File: config.mk
export PLATFORM = sky130hd
export DESIGN_NAME = decred_result_collector
export DESIGN_NICKNAME = d
export VERILOG_FILES = /design/src/rtl/decred_result_collector.sv
export SDC_FILE = /design/constraint.sdc
export NUM_CORES = 1
export LEC_CHECK = 0
export BUFFER_PORTS_ARGS = -buffer_cell sky130_fd_sc_hd__buf_4
export CAP_MARGIN = 40
export CORE_MARGIN = 10
export CORE_UTILIZATION = 56
export CTS_CLUSTER_SIZE = 40
export DETAILED_ROUTE_END_ITERATION = 16
export PLACE_DENSITY = 0.8
export SLEW_MARGIN = 0
export SYNTH_ARGS = -nofsm -noshare
export SYNTH_HDL_FRONTEND = slang
export SYNTH_SLANG_ARGS = --single-unit
File: constraint.sdc
create_clock -name CLK -period 6.6 [get_ports CLK]
set_input_delay 0.33 -clock CLK [delete_from_list [all_inputs] [get_ports CLK]]
set_output_delay 0.33 -clock CLK [all_outputs]
set_load 0.01 [all_outputs]
File: src/rtl/decred_result_collector.sv
// Collects 4-byte nonce results from the hash macros over the shared read bus,
// servicing pending macros round-robin and queueing {macro, nonce} in a small FIFO.
module decred_result_collector #(
    parameter int         NUM_MACROS       = 4,
    parameter logic [5:0] RESULT_BASE_ADDR = 6'h38,
    parameter int         FIFO_DEPTH       = 4
) (
    input  logic                  CLK,
    input  logic                  RESET,
    input  logic                  HASH_EN,
    input  logic [NUM_MACROS-1:0] DATA_AVAILABLE,
    input  logic [7:0]            DATA_FROM_HASH,
    input  logic                  BUS_GRANT,
    output logic                  BUS_REQ,
    output logic [NUM_MACROS-1:0] MACRO_RD_SELECT,
    output logic [5:0]            HASH_ADDR,
    output logic                  RESULT_VALID,
    input  logic                  RESULT_READY,
    output logic [31:0]           RESULT_DATA,
    output logic [1:0]            RESULT_MACRO,
    output logic [2:0]            FIFO_LEVEL,
    output logic                  BUSY
);
    localparam int PW = $clog2(FIFO_DEPTH);

    typedef enum logic [1:0] {IDLE, WAIT_GNT, READ, PUSH} state_t;
    typedef struct packed {
        logic [1:0]  macro;
        logic [31:0] nonce;
    } result_t;

    state_t                state, state_nxt;
    logic [2:0]            k;
    logic [1:0]            sel, ptr, pick, idx;
    logic                  pick_vld, start, full, push, pop, arm_clr;
    logic [31:0]           nonce;
    logic [NUM_MACROS-1:0] armed, pending;
    result_t               fifo_mem [FIFO_DEPTH];
    logic [PW-1:0]         wr_ptr, rd_ptr;

    assign pending = DATA_AVAILABLE & armed;
    assign full    = (FIFO_LEVEL == 3'(FIFO_DEPTH));
    assign arm_clr = (state == READ) && (k == 3'd4);

    // Round-robin: scan downward so the lowest offset from ptr wins last.
    always_comb begin
        pick     = ptr;
        pick_vld = 1'b0;
        idx      = '0;
        for (int i = NUM_MACROS - 1; i >= 0; i--) begin
            idx = ptr + 2'(i);
            if (pending[idx]) begin
                pick     = idx;
                pick_vld = 1'b1;
            end
        end
    end

    always_comb begin
        state_nxt       = state;
        start           = 1'b0;
        BUS_REQ         = 1'b0;
        MACRO_RD_SELECT = '0;
        HASH_ADDR       = '0;
        case (state)
            IDLE: begin
                if (HASH_EN && pick_vld && !full) begin
                    state_nxt = WAIT_GNT;
                    start     = 1'b1;
                end
            end
            WAIT_GNT: begin
                BUS_REQ = 1'b1;
                if (!HASH_EN)       state_nxt = IDLE;
                else if (BUS_GRANT) state_nxt = READ;
            end
            READ: begin
                BUS_REQ = 1'b1;
                if (k < 3'd4) begin
                    MACRO_RD_SELECT = NUM_MACROS'(1) << sel;
                    HASH_ADDR       = RESULT_BASE_ADDR + {3'b000, k};
                end else begin
                    state_nxt = PUSH;
                end
            end
            PUSH:    state_nxt = IDLE;
            default: state_nxt = IDLE;
        endcase
    end

    assign BUSY = (state != IDLE);

    always_ff @(posedge CLK or posedge RESET) begin
        if (RESET) begin
            state <= IDLE;
            k     <= '0;
            sel   <= '0;
            ptr   <= '0;
            nonce <= '0;
            armed <= '1;
        end else begin
            state <= state_nxt;
            if (start) sel <= pick;
            k <= (state == READ) ? k + 3'd1 : 3'd0;
            // Read data trails the address by one cycle, so byte k arrives at k+1.
            if (state == READ) begin
                case (k)
                    3'd1:    nonce[7:0]   <= DATA_FROM_HASH;
                    3'd2:    nonce[15:8]  <= DATA_FROM_HASH;
                    3'd3:    nonce[23:16] <= DATA_FROM_HASH;
                    3'd4:    nonce[31:24] <= DATA_FROM_HASH;
                    default: ;
                endcase
            end
            if (state == PUSH) ptr <= sel + 2'd1;
            for (int m = 0; m < NUM_MACROS; m++) begin
                if (arm_clr && sel == 2'(m))   armed[m] <= 1'b0;
                else if (!DATA_AVAILABLE[m])   armed[m] <= 1'b1;
            end
        end
    end

    assign push         = (state == PUSH);
    assign RESULT_VALID = (FIFO_LEVEL != 3'd0);
    assign pop          = RESULT_VALID & RESULT_READY;
    assign RESULT_DATA  = fifo_mem[rd_ptr].nonce;
    assign RESULT_MACRO = fifo_mem[rd_ptr].macro;

    // Space was checked before leaving IDLE, so a push never finds the FIFO full.
    always_ff @(posedge CLK or posedge RESET) begin
        if (RESET) begin
            wr_ptr     <= '0;
            rd_ptr     <= '0;
            FIFO_LEVEL <= '0;
            for (int i = 0; i < FIFO_DEPTH; i++) fifo_mem[i] <= '0;
        end else begin
            if (push) begin
                fifo_mem[wr_ptr] <= '{macro: sel, nonce: nonce};
                wr_ptr           <= wr_ptr + PW'(1);
            end
            if (pop) rd_ptr <= rd_ptr + PW'(1);
            case ({push, pop})
                2'b10:   FIFO_LEVEL <= FIFO_LEVEL + 3'd1;
                2'b01:   FIFO_LEVEL <= FIFO_LEVEL - 3'd1;
                default: ;
            endcase
        end
    end
endmodule
==> flow_summary.yaml, run 1 <==
floorplan:
  core_um2: 14500
  io-pin-count: 67
  dieArea_um2: 20100
  row_count: 44
  die_w_um: 142
  fp.dieH_um: 142
  initial_core_util: 0.571
placement:
  dp.cells: 763
  place_hpwl_um: 11400
  preCtsSetupSlack_ns: 4.24
  gp_congestion: 0.809
  dpl-instance-area_um2: 9000
  port_buffers: 65
clock_network:
  h-tree-depth: 4
  cts_setup_buffers: 0
  numCtsBuffers: 17
  cts.sinks: 188
  cts_buffer_depth: 2
  cts_tree: "built"
  clock-root-buffer: "clkbuf_16"
  path_clk_slew_ns: 0.07
  cts_resized: 0
  hold_buffers: 1
  clock_latency_ns: 0.43
worst_hold_path:
  min_path_cells: 3
  min_path_type: "input pin to flip-flop"
  min_to: "armed[1]"
  worstHoldStart: "DATA_AVAILABLE[1]"
timing:
  fin_skew_ns: 0.00727
  worst_pin_slew_ns: 0.874
  period_needed_ns: 2.76
  relSlewSlack: 0.418
  hold_violations: 0
  setup_slack_ns: 3.84
  tns_ns: 0
  fmax_ghz: 0.363
  setup_viol_count_final: 0
  period_share: 0.418
  slew_viol_final: 0
  rsz0062_at_grt: "false"
route:
  vias_per_cell: 5.81
  drc_errors: 0
  vias: 4621
  first_pass_iters: 4
  drt_iter0_drc: 233
  wire_per_inst_um: 21.4
  wl_um: 17100
  ant_nets: 0
grt:
  grt_pass1_wl_um: 28200
  grt_usage: 0.179
  grt_overflow: 0
  grt_max_degree: 101
  antenna_found_initial: 0
  grt_pass1_vias: 5200
critical_path:
  critical_path_required_ns: 6.27
  rr_startpoint: "state[0]"
  cpLargestDelayFamily: "simple AND/OR/NAND/NOR gates"
  crit_type: "flip-flop to output pin"
  crit_slowest_cell: "nor2b_1"
  r2r-end: "nonce[1]"
  path_max_fanout: 12
  regToRegSetupSlack_ns: 4.20
  slowest_delay_ns: 0.72
  crit_path_start_kind: "flip-flop"
  worstPathArrival_ns: 2.43
  path_buf_inv: 2
  path_cells: "inv_1 -> ha_1 -> nor2b_1 -> and2_1 -> buf_4"
  r2r_cells: 5
  worst_setup_path_end_kind: "output pin"
finish:
  final_common_cell: "dfrtp_1"
  final_cell_mix: "dfrtp_1 (183), mux2_2 (161), buf_4 (68)"
  area_growth_pct: 15.0
  fin_area_um2: 9540
  nNetsFinal: 636
  fin_cells: 796
  antennaDiodeCount: 0
  drive_above_1_share: 0.513
pwr:
  ir_drop_mv: 0.261
  leakage_nw: 4.52
  powerDensity_nw_per_um2: 435
synth:
  yosysWarningCount: 0
  ys.flop_type: "dfrtp_1"
  ys_seq_elements: 188
  synth_edf_count: 0
  synth_top_area_frac: 0.555
  synth_cells: 532
  synth.avg_cell_area_um2: 15.6
  synth.area.top_cells: "dfrtp_1 (56%), mux2_2 (22%), mux4_2 (9.2%)"
  async_reset_ff_frac: 1.00
  syn-num-nets: 569
  synth.distinct_cells: 36
  netlist_area_um2: 8300
  synth_area_leader_cell: "dfrtp_1"
  ys_seq_area_frac: 0.568
run:
  max-cap-violations: 0
outcome:
  status: "finished clean"
## worst register-to-register path: cells and delay by family (launching register included)
family	cells	cell delay (ns)
fa+ha+maj	1	0.30
buf+inv	1	0.17
flops	1	0.40
mux	1	0.36
simple gates	2	1.05
## synth_stat cells, types with 2 or more instances
cell,instances
mux2i_1,4
buf_4,8
and2_1,8
mux4_2,34
a21oi_1,8
o21ai_0,11
nand2_1,17
xnor2_1,2
nor2_1,3
dfstp_2,4
buf_2,16
a22o_1,2
inv_1,16
ha_1,19
xor2_1,4
mux2_2,161
and3_1,2
nand2_2,6
nor2b_1,7
dfrtp_1,184
## where the power goes
group	internal, W	switching [W]	leakage (nW)
registers	0.00153	0.000265	2.40
clock network	0.000497	0.000420	0.265
logic	0.000828	0.000608	1.86
## per-layer routing
metal,GRT usage,up-vias,share of wire
met1,0.226,2452,0.44
li1,-,2054,-
met4,0.0441,0,0.011
met3,0.0474,13,0.040
met5,0,-,0
met2,0.300,102,0.51
## cell families after synthesis
| kind of cell | share of synthesized area |
|---|---|
| buffers and inverters | 0.0259 |
| AND/OR/NAND/NOR | 0.0309 |
| other | 0.000452 |
| flip-flops | 0.568 |
| multiplexers | 0.316 |
| adder cells (fa/ha/maj) | 0.0311 |
| AO/OA/AOI/OAI | 0.0219 |
| XOR/XNOR | 0.00633 |
## through the flow
stage	utilization	total power (W)	hold slack, ns
after detailed placement	0.619	0.00327	0.281
after global routing	0.657	0.00440	0.175
after global placement	0.611	0.00317	0.456
after CTS	0.657	0.00420	0.150
final	0.657	0.00415	0.163
after floorplan	-	0.00273	0.445
## state kept, by name, summed over array words and instances, names as in the netlist, named ones only
signal,flops
wr_ptr,2
k,3
rd_ptr,2
ptr,2
FIFO_LEVEL,3
armed,4
fifo_mem,136
sel,2
state,1
nonce,32
## worst max path at each step
stage / from / slack (ns) / depth (start not counted) / end
after floorplan: RESET / 1.16 / 1 / FIFO_LEVEL[0]
after global placement: rd_ptr[0] / 4.28 / 3 / RESULT_DATA[19]
after detailed placement: state[0] / 4.24 / 5 / nonce[0]
after CTS: rd_ptr[0] / 3.77 / 3 / RESULT_DATA[19]
after global routing: state[0] / 3.67 / 5 / HASH_ADDR[1]
final: state[0] / 3.84 / 5 / HASH_ADDR[1]
## cell type report
class	instances	area [um^2]
multi-input combinational	302	3370
sequential	188	4710
timing repair buffer	74	636
inverter	16	65.1
clock inverter	12	72.6
tap	184	230
clock buffer	20	457
fill	1007	4990
No activity file was read; power rests on OpenSTA's default activity.
==> run 2: changes to the inputs <==
Settings changed: ABC_AREA from default to 1, CORE_UTILIZATION 56 to 54, PLACE_DENSITY 0.8 to 0.81.
Clock period 6.6 ns to 2.2 ns, I/O delays scaled along.
==> flow_summary.yaml, run 2 <==
critical_path:
  regToRegSetupSlack_ns: 0.26
  crit_type: "flip-flop to output pin"
  r2r_cells: 8
  r2r-end: "FIFO_LEVEL[2]"
  cp-endpoint: "RESULT_DATA[1]"
  worst_setup_path_end_kind: "output pin"
  crit_path_start_kind: "flip-flop"
  path_max_fanout: 12
  critical_path_required_ns: 2.09
  rr_startpoint: "state[0]"
  setup.worst_path.start: "rd_ptr[1]"
  worstPathArrival_ns: 1.96
route:
  drt_iter0_drc: 634
  drc_errors: 0
  wire_per_inst_um: 16.4
  vias: 6621
  ant_nets: 0
  wl_um: 19800
  vias_per_cell: 5.50
  first_pass_iters: 6
clock_network:
  cts.sinks: 188
  cts_buffer_depth: 2
  clock_latency_ns: 0.43
  cts_tree: "built"
  path_clk_slew_ns: 0.06
  numCtsBuffers: 17
  clock-root-buffer: "clkbuf_16"
  h-tree-depth: 4
synth:
  synth_top_area_frac: 0.553
  synth.distinct_cells: 31
  ys_seq_area_frac: 0.565
  ys_seq_elements: 188
  synth_cells: 954
  ys.flop_type: "dfrtp_1"
  syn-num-nets: 991
  synth.most_common_cell: "o21ai_0"
  synth_area_leader_cell: "dfrtp_1"
  synth.avg_cell_area_um2: 8.73
  synthTopCellsByCount: "o21ai_0 (238), nand2_1 (205), dfrtp_1 (184)"
  synth.area.top_cells: "dfrtp_1 (55%), o21ai_0 (14%), nand2_1 (9.2%)"
  netlist_area_um2: 8330
  synth_edf_count: 0
  async_reset_ff_frac: 1.00
  yosysWarningCount: 0
grt:
  grt_usage: 0.197
  antenna_found_initial: 0
  grt_pass1_vias: 6527
  grt_max_degree: 70
  grt_pass1_wl_um: 32500
  grt_overflow: 0
floorplan:
  core_um2: 15100
  fp.dieH_um: 144
  row_count: 45
  die_w_um: 144
  dieArea_um2: 20800
  initial_core_util: 0.550
  io-pin-count: 67
finish:
  top_register: "fifo_mem"
  nNetsFinal: 1040
  antennaDiodeCount: 0
  utilization: 0.645
  fill_cells: 1193
  reg_top3: "fifo_mem (136), nonce (32), armed (4)"
  area_growth_pct: 17.2
  final_cell_mix: "o21ai_0 (238), nand2_1 (201), dfrtp_1 (183)"
  drive_above_1_share: 0.141
  fin_cells: 1204
  final_common_cell: "o21ai_0"
  fin_area_um2: 9770
  largest_reg_flops: 136
timing:
  fin_skew_ns: 0.00727
  tns_ns: 0
  period_share: 0.943
  setup_viol_count_final: 0
  relSlewSlack: 0.577
  slew_viol_final: 0
  fmax_ghz: 0.482
  hold_violations: 0
  period_needed_ns: 2.07
  worst_pin_slew_ns: 0.633
  rsz0062_at_grt: "false"
placement:
  dpl-instance-area_um2: 9070
  gp_congestion: 0.886
  port_buffers: 65
  place_hpwl_um: 12600
  dp.cells: 1167
pwr:
  leakage_nw: 5.01
  power_w: 0.0150
  ir_drop_mv: 0.890
  powerDensity_nw_per_um2: 1540
worst_hold_path:
  min_path_type: "input pin to flip-flop"
outcome:
  status: "finished clean"
run:
  max-cap-violations: 0
==> run 2: cell count changes after synthesis, sizes merged, moves of 37 or more <==
cell    before  now
o21ai       11  245
clkbuf       1   38
nand2       23  218
mux2       161    0
nor2         3   91
inv         16   74
==> run 2: critical path: stages, from the launching register on <==
cell     delay (ns)
dfrtp_1        0.38
inv_1          0.32
buf_4          0.29
o21ai_0        0.11
o22ai_1        0.25
buf_4          0.18
==> run 2: kinds of logic after synthesis <==
kind of cell / count (synthesis) / synth area share
AND/OR/NAND/NOR: 321 / 0.155
AO/OA/AOI/OAI: 285 / 0.177
flip-flops: 188 / 0.565
buffers and inverters: 134 / 0.0658
adder cells (fa/ha/maj): 20 / 0.0309
XOR/XNOR: 5 / 0.00526
other: 1 / 0.000450
==> run 2: per-stage QoR <==
stage          worst slack, ns  hold slack (ns)
2_1_floorplan           -0.327            0.164
3_3_place_gp             0.372            0.228
3_5_place_dp             0.286            0.230
4_1_cts                 0.0325           0.0340
5_1_grt                 0.0141           0.0438
6_report                 0.125           0.0325
==> run 2: routing by layer <==
layer	vias to the layer above	share of wire	global-route usage
met5	-	0	0
met2	191	0.48	0.319
met4	0	0.014	0.0559
met1	3214	0.44	0.256
li1	3195	-	-
met3	21	0.065	0.0528
==> run 2: final cells by class <==
| cell class | count | area [um^2] | share of cell area |
|---|---|---|---|
| clock buffers | 25 | 475 | 0.0487 |
| clock inverters | 7 | 160 | 0.0164 |
| inverters | 75 | 290 | 0.0297 |
| multi-input cells | 632 | 3080 | 0.316 |
| flip-flops and latches | 188 | 4710 | 0.482 |
| well taps | 188 | 235 | 0.0241 |
| repair buffers | 89 | 810 | 0.0829 |
==> run 2: worst min-delay path by stage <==
| stage | cells past startpoint | start | to | slack [ns] |
|---|---|---|---|---|
| 2_1_floorplan | 1 | DATA_AVAILABLE[0] | armed[0] | 0.16 |
| 3_3_place_gp | 2 | RESET | fifo_mem[21] | 0.23 |
| 3_5_place_dp | 2 | RESET | fifo_mem[21] | 0.23 |
| 4_1_cts | 3 | DATA_FROM_HASH[7] | nonce[15] | 0.03 |
| 5_1_grt | 3 | DATA_FROM_HASH[7] | nonce[23] | 0.04 |
| 6_report | 3 | DATA_FROM_HASH[7] | nonce[15] | 0.03 |
==> run 2: timing repair <==
action                                 CTS  global route
hold buffers                             5             0
endpoints found under the hold margin   28             0
setup buffers                            0             0
resized for setup                        0             2
setup endpoints to repair                0            16
==> run 2: power by group <==
| group | switching, W | leakage [nW] | internal, W |
|---|---|---|---|
| logic | 0.00353 | 2.46 | 0.00247 |
| registers | 0.000811 | 2.25 | 0.00489 |
| clock network | 0.00125 | 0.309 | 0.00208 |
| total | 0.00559 | 5.01 | 0.00944 |
==> run 3: changes to the inputs <==
Settings changed: BUFFER_PORTS_ARGS -buffer_cell sky130_fd_sc_hd__buf_4 to default, CORE_UTILIZATION 54 to 56, DONT_BUFFER_PORTS from default to 1, PLACE_DENSITY 0.81 to 0.79.
==> flow_summary.yaml, run 3 (synthesis results as in run 2) <==
outcome:
  status: "finished clean"
timing:
  slew_viol_final: 0
  hold_ws_ns: 0.0193
  setup_slack_ns: 0.150
  period_needed_ns: 2.05
  worst_pin_slew_ns: 0.718
  rsz0062_at_grt: "true"
  period_share: 0.932
  setup_viol_count_final: 0
  fin_skew_ns: 0.00879
  fmax_ghz: 0.488
  relSlewSlack: 0.520
  hold_violations: 0
finish:
  largest_reg_flops: 136
  drive_above_1_share: 0.0965
  nNetsFinal: 988
  fill_cells: 1146
  area_growth_pct: 12.2
  final_cell_mix: "o21ai_0 (238), nand2_1 (201), dfrtp_1 (182)"
  top_register: "fifo_mem"
  final_common_cell: "o21ai_0"
  reg_top3: "fifo_mem (136), nonce (32), armed (4)"
  antennaDiodeCount: 0
clock_network:
  cts_tree: "built"
  clock-root-buffer: "clkbuf_16"
  cts_setup_buffers: 0
  clock_latency_ns: 0.43
  h-tree-depth: 4
  numCtsBuffers: 17
  cts.sinks: 188
  cts_buffer_depth: 2
  path_clk_slew_ns: 0.07
critical_path:
  crit_type: "flip-flop to output pin"
  critical_path_required_ns: 2.09
  crit_path_start_kind: "flip-flop"
  regToRegSetupSlack_ns: 0.19
  worst_setup_path_end_kind: "output pin"
  path_max_fanout: 25
  worstPathArrival_ns: 1.94
placement:
  preCtsSetupSlack_ns: 0.0618
  gp_congestion: 0.833
  port_buffers: 0
  place_hpwl_um: 12200
pwr:
  leakage_nw: 4.71
  powerDensity_nw_per_um2: 1470
  ir_drop_mv: 0.808
worst_hold_path:
  min_path_type: "input pin to flip-flop"
grt:
  grt_max_degree: 70
  grt_pass1_wl_um: 31900
  grt_overflow: 0
  antenna_found_initial: 0
  grt_usage: 0.197
  grt_pass1_vias: 6186
route:
  first_pass_iters: 5
  drt_iter0_drc: 437
  drc_errors: 0
  vias_per_cell: 5.56
  ant_nets: 0
  vias: 6381
  wire_per_inst_um: 16.8
  wl_um: 19300
floorplan:
  die_w_um: 142
  io-pin-count: 67
  core_um2: 14500
  initial_core_util: 0.573
  fp.dieH_um: 142
  dieArea_um2: 20200
  row_count: 44
run:
  max-cap-violations: 0
## run 3: cell count changes in the layout (fill, tap and decap cells not counted), moves of 2 or more
cell / previous run / this run
nor2_1: 88 / 82
clkbuf_1: 6 / 3
bufinv_16: 5 / 1
nor2_2: 1 / 7
dlygate4sd3_1: 5 / 15
clkinv_4: 0 / 3
clkbuf_8: 2 / 4
buf_4: 73 / 12
## run 3: layout make-up
cell class / count / area [um^2] / share of cell area
sequential: 188 / 4710 / 0.504
multi-input combinational: 632 / 3100 / 0.332
clock buffer: 24 / 492 / 0.0526
timing repair buffer: 37 / 432 / 0.0462
inverter: 75 / 293 / 0.0313
tap: 184 / 230 / 0.0246
clock inverter: 8 / 82.6 / 0.00884
## run 3: what timing repair did
action | 4_1_cts | 5_1_grt
hold endpoints to repair | 50 | 0
resized for setup | 0 | 12
endpoints found under the setup margin | 0 | 20
hold buffers | 15 | 0
## run 3: critical path: stages, from the launching register on
cell,delay (ns)
dfrtp_2,0.42
inv_2,0.37
buf_12,0.24
o21ai_0,0.09
o22ai_1,0.39
## run 3: final timing paths
kind                          startpoint        endpoint  cells after the start
max reg2reg                FIFO_LEVEL[2]   FIFO_LEVEL[2]                     10
min                            BUS_GRANT        state[0]                      4
max                            rd_ptr[0]  RESULT_DATA[1]                      4
min in group asynchronous          RESET    fifo_mem[50]                      2
min reg2reg                     armed[0]        armed[0]                      2
max in group asynchronous          RESET        armed[3]                      3
## run 3: per-stage QoR
step	utilization	total power (W)	setup TNS [ns]	instances	cell area [um^2]
final	0.643	0.0137	0	1148	9350
after global routing	0.643	0.0148	-0.00127	1148	9350
after CTS	0.641	0.0138	0	1148	9320
after detailed placement	0.591	0.0107	0	1101	8590
after global placement	0.591	0.0105	0	1101	8590
after floorplan	-	0.00935	-60.21	954	8330
## run 3: where the power goes
group | switching (W) | internal (W) | leakage [nW]
clock | 0.00128 | 0.00169 | 0.281
combinational | 0.00335 | 0.00169 | 2.18
sequential | 0.000825 | 0.00489 | 2.25
total | 0.00545 | 0.00827 | 4.71
## run 3: metal layers
metal | GRT usage | vias up | part of all wire
met3 | 0.0554 | 26 | 0.074
met5 | 0 | - | 0
li1 | - | 3105 | -
met1 | 0.252 | 3043 | 0.44
met4 | 0.0689 | 0 | 0.017
met2 | 0.314 | 207 | 0.47
